**src/rtl/xin_debounce_pulse_pkg.sv**
```systemverilog
// Shared constants for the xin input conditioner: FSM state encodings and
// the debounce counter width helper.
package xin_debounce_pulse_pkg;

    localparam logic [1:0] S_LOW  = 2'b00;
    localparam logic [1:0] S_RISE = 2'b01;
    localparam logic [1:0] S_HIGH = 2'b10;
    localparam logic [1:0] S_FALL = 2'b11;

    // A single-cycle debounce still needs a one-bit counter to keep the datapath legal.
    function automatic int cnt_width(input int cycles);
        return (cycles > 1) ? $clog2(cycles) : 1;
    endfunction

endpackage

```
**src/rtl/xin_debounce_pulse_bit_synchronizer.sv**
```systemverilog
// Reset-to-zero flop chain that brings an asynchronous level into the clk domain.
module bit_synchronizer #(
    parameter int STAGES = 2
) (
    input  logic clk,
    input  logic reset,
    input  logic d,
    output logic q
);

    logic [STAGES-1:0] r_chain;

    always_ff @(posedge clk or negedge reset) begin
        if (!reset) begin
            r_chain <= '0;
        end else begin
            r_chain <= {r_chain[STAGES-2:0], d};
        end
    end

    assign q = r_chain[STAGES-1];

endmodule

```
**src/rtl/xin_debounce_pulse.sv**
```systemverilog
// Synchronises and debounces a raw bouncy level, then emits one-cycle pulses
// on each accepted rise (xin_pulse) and fall (fall_pulse).
module xin_debounce_pulse
    import xin_debounce_pulse_pkg::*;
#(
    parameter int SYNC_STAGES     = 2,
    parameter int DEBOUNCE_CYCLES = 16,
    parameter int GLITCH_W        = 8
) (
    input  logic                clk,
    input  logic                reset,
    input  logic                raw_in,
    output logic                xin_pulse,
    output logic                level,
    output logic                fall_pulse,
    output logic [GLITCH_W-1:0] glitch_cnt
);

    localparam int CNT_W = cnt_width(DEBOUNCE_CYCLES);
    localparam logic [CNT_W-1:0] CNT_LAST = CNT_W'(DEBOUNCE_CYCLES - 1);

    logic                w_syncQ;
    logic                w_glitchSat;
    logic [1:0]          r_state;
    logic [CNT_W-1:0]    r_cnt;
    logic [GLITCH_W-1:0] r_glitchCnt;
    logic                r_xinPulse;
    logic                r_fallPulse;

    bit_synchronizer #(
        .STAGES (SYNC_STAGES)
    ) u_sync (
        .clk   (clk),
        .reset (reset),
        .d     (raw_in),
        .q     (w_syncQ)
    );

    assign w_glitchSat = &r_glitchCnt;

    // Pulses default low every cycle so each can only ever last a single clk.
    always_ff @(posedge clk or negedge reset) begin
        if (!reset) begin
            r_state     <= S_LOW;
            r_cnt       <= '0;
            r_glitchCnt <= '0;
            r_xinPulse  <= 1'b0;
            r_fallPulse <= 1'b0;
        end else begin
            r_xinPulse  <= 1'b0;
            r_fallPulse <= 1'b0;
            case (r_state)
                S_LOW: begin
                    if (w_syncQ) begin
                        r_state <= S_RISE;
                        r_cnt   <= '0;
                    end
                end
                S_RISE: begin
                    if (!w_syncQ) begin
                        r_state <= S_LOW;
                        if (!w_glitchSat) begin
                            r_glitchCnt <= r_glitchCnt + GLITCH_W'(1);
                        end
                    end else if (r_cnt == CNT_LAST) begin
                        r_state    <= S_HIGH;
                        r_xinPulse <= 1'b1;
                    end else begin
                        r_cnt <= r_cnt + CNT_W'(1);
                    end
                end
                S_HIGH: begin
                    if (!w_syncQ) begin
                        r_state <= S_FALL;
                        r_cnt   <= '0;
                    end
                end
                S_FALL: begin
                    if (w_syncQ) begin
                        r_state <= S_HIGH;
                        if (!w_glitchSat) begin
                            r_glitchCnt <= r_glitchCnt + GLITCH_W'(1);
                        end
                    end else if (r_cnt == CNT_LAST) begin
                        r_state     <= S_LOW;
                        r_fallPulse <= 1'b1;
                    end else begin
                        r_cnt <= r_cnt + CNT_W'(1);
                    end
                end
                default: r_state <= S_LOW;
            endcase
        end
    end

    // Both S_HIGH and S_FALL carry a 1 in the upper state bit.
    assign level      = r_state[1];
    assign xin_pulse  = r_xinPulse;
    assign fall_pulse = r_fallPulse;
    assign glitch_cnt = r_glitchCnt;

endmodule

```
**config.mk**
```make
export PLATFORM = sky130hd
export DESIGN_NAME = xin_debounce_pulse
export DESIGN_NICKNAME = d
export VERILOG_FILES = /design/src/rtl/xin_debounce_pulse_pkg.sv /design/src/rtl/xin_debounce_pulse_bit_synchronizer.sv /design/src/rtl/xin_debounce_pulse.sv
export SDC_FILE = /design/constraint.sdc
export NUM_CORES = 1
export LEC_CHECK = 0
export BUFFER_PORTS_ARGS = -buffer_cell sky130_fd_sc_hd__clkbuf_2
export CORE_AREA = 10 10 59 61
export DETAILED_ROUTE_END_ITERATION = 10
export DIE_AREA = 0 0 69 71
export HOLD_SLACK_MARGIN = 0.12
export REMOVE_ABC_BUFFERS = 1
export SYNTH_ARGS = -nofsm -noshare
export SYNTH_HDL_FRONTEND = slang
export SYNTH_SLANG_ARGS = --single-unit
```
**constraint.sdc**
```tcl
create_clock -name clk -period 1.7 [get_ports clk]
set_clock_uncertainty 0.15 [all_clocks]
set_input_delay 0.51 -clock clk [delete_from_list [all_inputs] [get_ports clk]]
set_output_delay 0.51 -clock clk [all_outputs]
set_load 0.02 [all_outputs]
```
==> flow_metrics.tcl <==
set metrics [dict create \
    drt-vias-per-instance 4.824 \
    drv_slew 0 \
    worstPathRequired_ns 1.04 \
    cp.arrival_ns 0.98 \
    layout-drive-gt1-share 0.2970 \
    status "finished, final reports clean" \
    maxCapViolCount 0 \
    synth_seq_cells 18 \
    antenna_found_initial 0 \
    peakVddDrop_uv 1001 \
    worst-path-max-fanout 4 \
    fin_setup_tns_ns 0 \
    critPathKind "reg -> out" \
    fin_nets 107 \
    layout_common_cells "18 x dfrtp_1, 12 x clkbuf_2, 9 x buf_4" \
    routabilityCongestion 0.6680 \
    clk_pin_slew_ns 0.11 \
    finalSetupViolCount 0 \
    ys_warn_count 0 \
    maxSlewHeadroom 0.7038 \
    start_util 0.3417 \
    total_power_uw 1265 \
    dieArea_um2 4899 \
    cts_buffers 3 \
    dpl.cell_count 122 \
    dr.pass1.iters 2 \
    hold_path.class "in -> reg" \
    portBuffers 13 \
    power_density_nw_per_um2 1218 \
    hpwlAfterDp_mm 1.270 \
    fmax_mhz 611.2 \
    tightest_slew_ns 0.4443 \
    htreeDepth 1 \
    cts_sinks 18 \
    cts_root_buf "clkbuf_4" \
    instances_no_fill 131 \
    final_common_cell "dfrtp_1" \
    antenna-diode-count 0 \
    wirelength_mm 1.647 \
    vias 632 \
    fin_crit_sh 0.9624 \
    die_h_um 71 \
    hold_viol 0 \
    gr-total-overflow 0 \
    critPathLaunch "glitch_cnt[1]" \
    leakagePower_uw 0.0004930 \
    cts_tree "yes" \
    min_from "raw_in" \
    fillers 243 \
    clk_path_buf_depth 2 \
    grt_usage 0.06994 \
    insertion_delay_ns 0.28 \
    synthCells 75 \
    io_pins 14 \
    cp-end-kind "output port" \
    wl_per_cell_um 12.57 \
    setup.worst_path.start_class "register" \
    setup_ws_ns 0.06387 \
    grt_pass1_vias 675 \
    rows 18 \
    r2r_start "r_cnt[0]" \
    critPathSlowestCell "dfrtp_1" \
    coreArea_um2 2387 \
    syn2layout_area_growth_pct 27.30 \
    period_needed_ns 1.636 \
    drtIter0Drc 10 \
    ant_nets 0 \
    crit_chain "buf_4, clkbuf_2" \
    postSynthAreaPerCell_um2 10.88 \
    rsz0062_at_grt "false" \
    grt_pass1_wl_mm 2.973 \
    drc 0 \
    crit_path_max_incr_delay_ns 0.40 \
    yosysSeqAreaShare 0.5521 \
    ys_types 24 \
    grt_start_max_net_pins 19 \
    syn_area_um2 815.8 \
    preCtsSetupSlack_ns 0.04078 \
    die_w_um 69 \
]
power breakdown:
| group | leakage [uW] | switching [uW] | internal (uW) | total [uW] |
|---|---|---|---|---|
| clock network | 0.0000210 | 130 | 130 | 260 |
| logic | 0.000239 | 224 | 189 | 414 |
| registers | 0.000233 | 83.7 | 507 | 591 |
| total | 0.000493 | 438 | 826 | 1260 |
worst paths after layout:
kind / end / cells after the start / slack, ns
setup / recovery: glitch_cnt[1] / 2 / 0.06
max in group asynchronous: glitch_cnt[3] / 2 / 0.56
hold / removal: u_sync.r_chain[0] / 1 / 0.18
min in group asynchronous: r_cnt[1] / 2 / 0.54
hold reg to reg: u_sync.r_chain[1] / 0 / 0.22
setup reg to reg: register / 4 / 0.09
stage by stage:
stage | util | hold slack (ns) | area (um^2)
3_3_place_gp | 0.3988 | 0.1882 | 952.2
6_report | 0.4350 | 0.1762 | 1039
2_1_floorplan | - | 0.06441 | 812.0
5_1_grt | 0.4350 | 0.1578 | 1039
3_5_place_dp | 0.3988 | 0.1864 | 952.2
4_1_cts | 0.4182 | 0.1717 | 998.5
Yosys cell counts, drive strengths merged:
master	number	share of area
dfrtp	18	0.55
mux2	5	0.069
nand4	2	0.015
o21ai	5	0.031
nor3	3	0.018
xnor2	3	0.041
a21boi	1	0.0092
ha	2	0.031
nor2	6	0.028
a22oi	1	0.0092
o21bai	1	0.0092
a21oi	5	0.031
nor3b	2	0.018
and3	1	0.0077
o211ai	1	0.015
nand2	8	0.037
and4	1	0.011
xor2	2	0.021
clkbuf	1	0.0046
nand2b	1	0.0077
inv	2	0.0092
nand3	4	0.025
registers in the layout (all words and copies together) (netlist names), named ones only:
name,cells
glitch_cnt,8
r_cnt,4
u_sync.r_chain,2
fall_pulse,1
r_state,1
xin_pulse,1
routing by layer:
metal  track usage  share of wire
met2        0.1321           0.54
met1       0.07166           0.41
met3       0.01813          0.034
met4       0.02685          0.012
met5             0              0
worst max-delay path: cells and delay by family, from the launching register on:
family	cells	cell delay, ns
buffers and inverters	2	0.30
DFF	1	0.40
cells by family (layout without fill, tap and decap cells):
logic type | count (synthesis) | in the layout | synth area share
mux | 5 | 5 | 0.06901
simple gates | 28 | 28 | 0.1672
fa+ha+maj | 2 | 2 | 0.03067
compound gates | 14 | 14 | 0.1043
buf+inv | 3 | 29 | 0.01380
flops | 18 | 18 | 0.5521
xor+xnor | 5 | 5 | 0.06290
cell type report:
cell class / count / area (um^2) / area share
timing repair buffer: 23 / 148.9 / 0.1434
tap: 30 / 37.54 / 0.03614
inverter: 2 / 7.507 / 0.007229
clock buffer: 4 / 36.28 / 0.03494
multi-input combinational: 54 / 357.8 / 0.3446
sequential: 18 / 450.4 / 0.4337
repair_timing:
item,4_1_cts,5_1_grt
endpoints found under the setup margin,0,4
buffers inserted,0,4
resized for setup,0,5
hold buffers,1,0
endpoints found under the hold margin,18,0
Note: power is estimated with default switching activity, not from simulation.
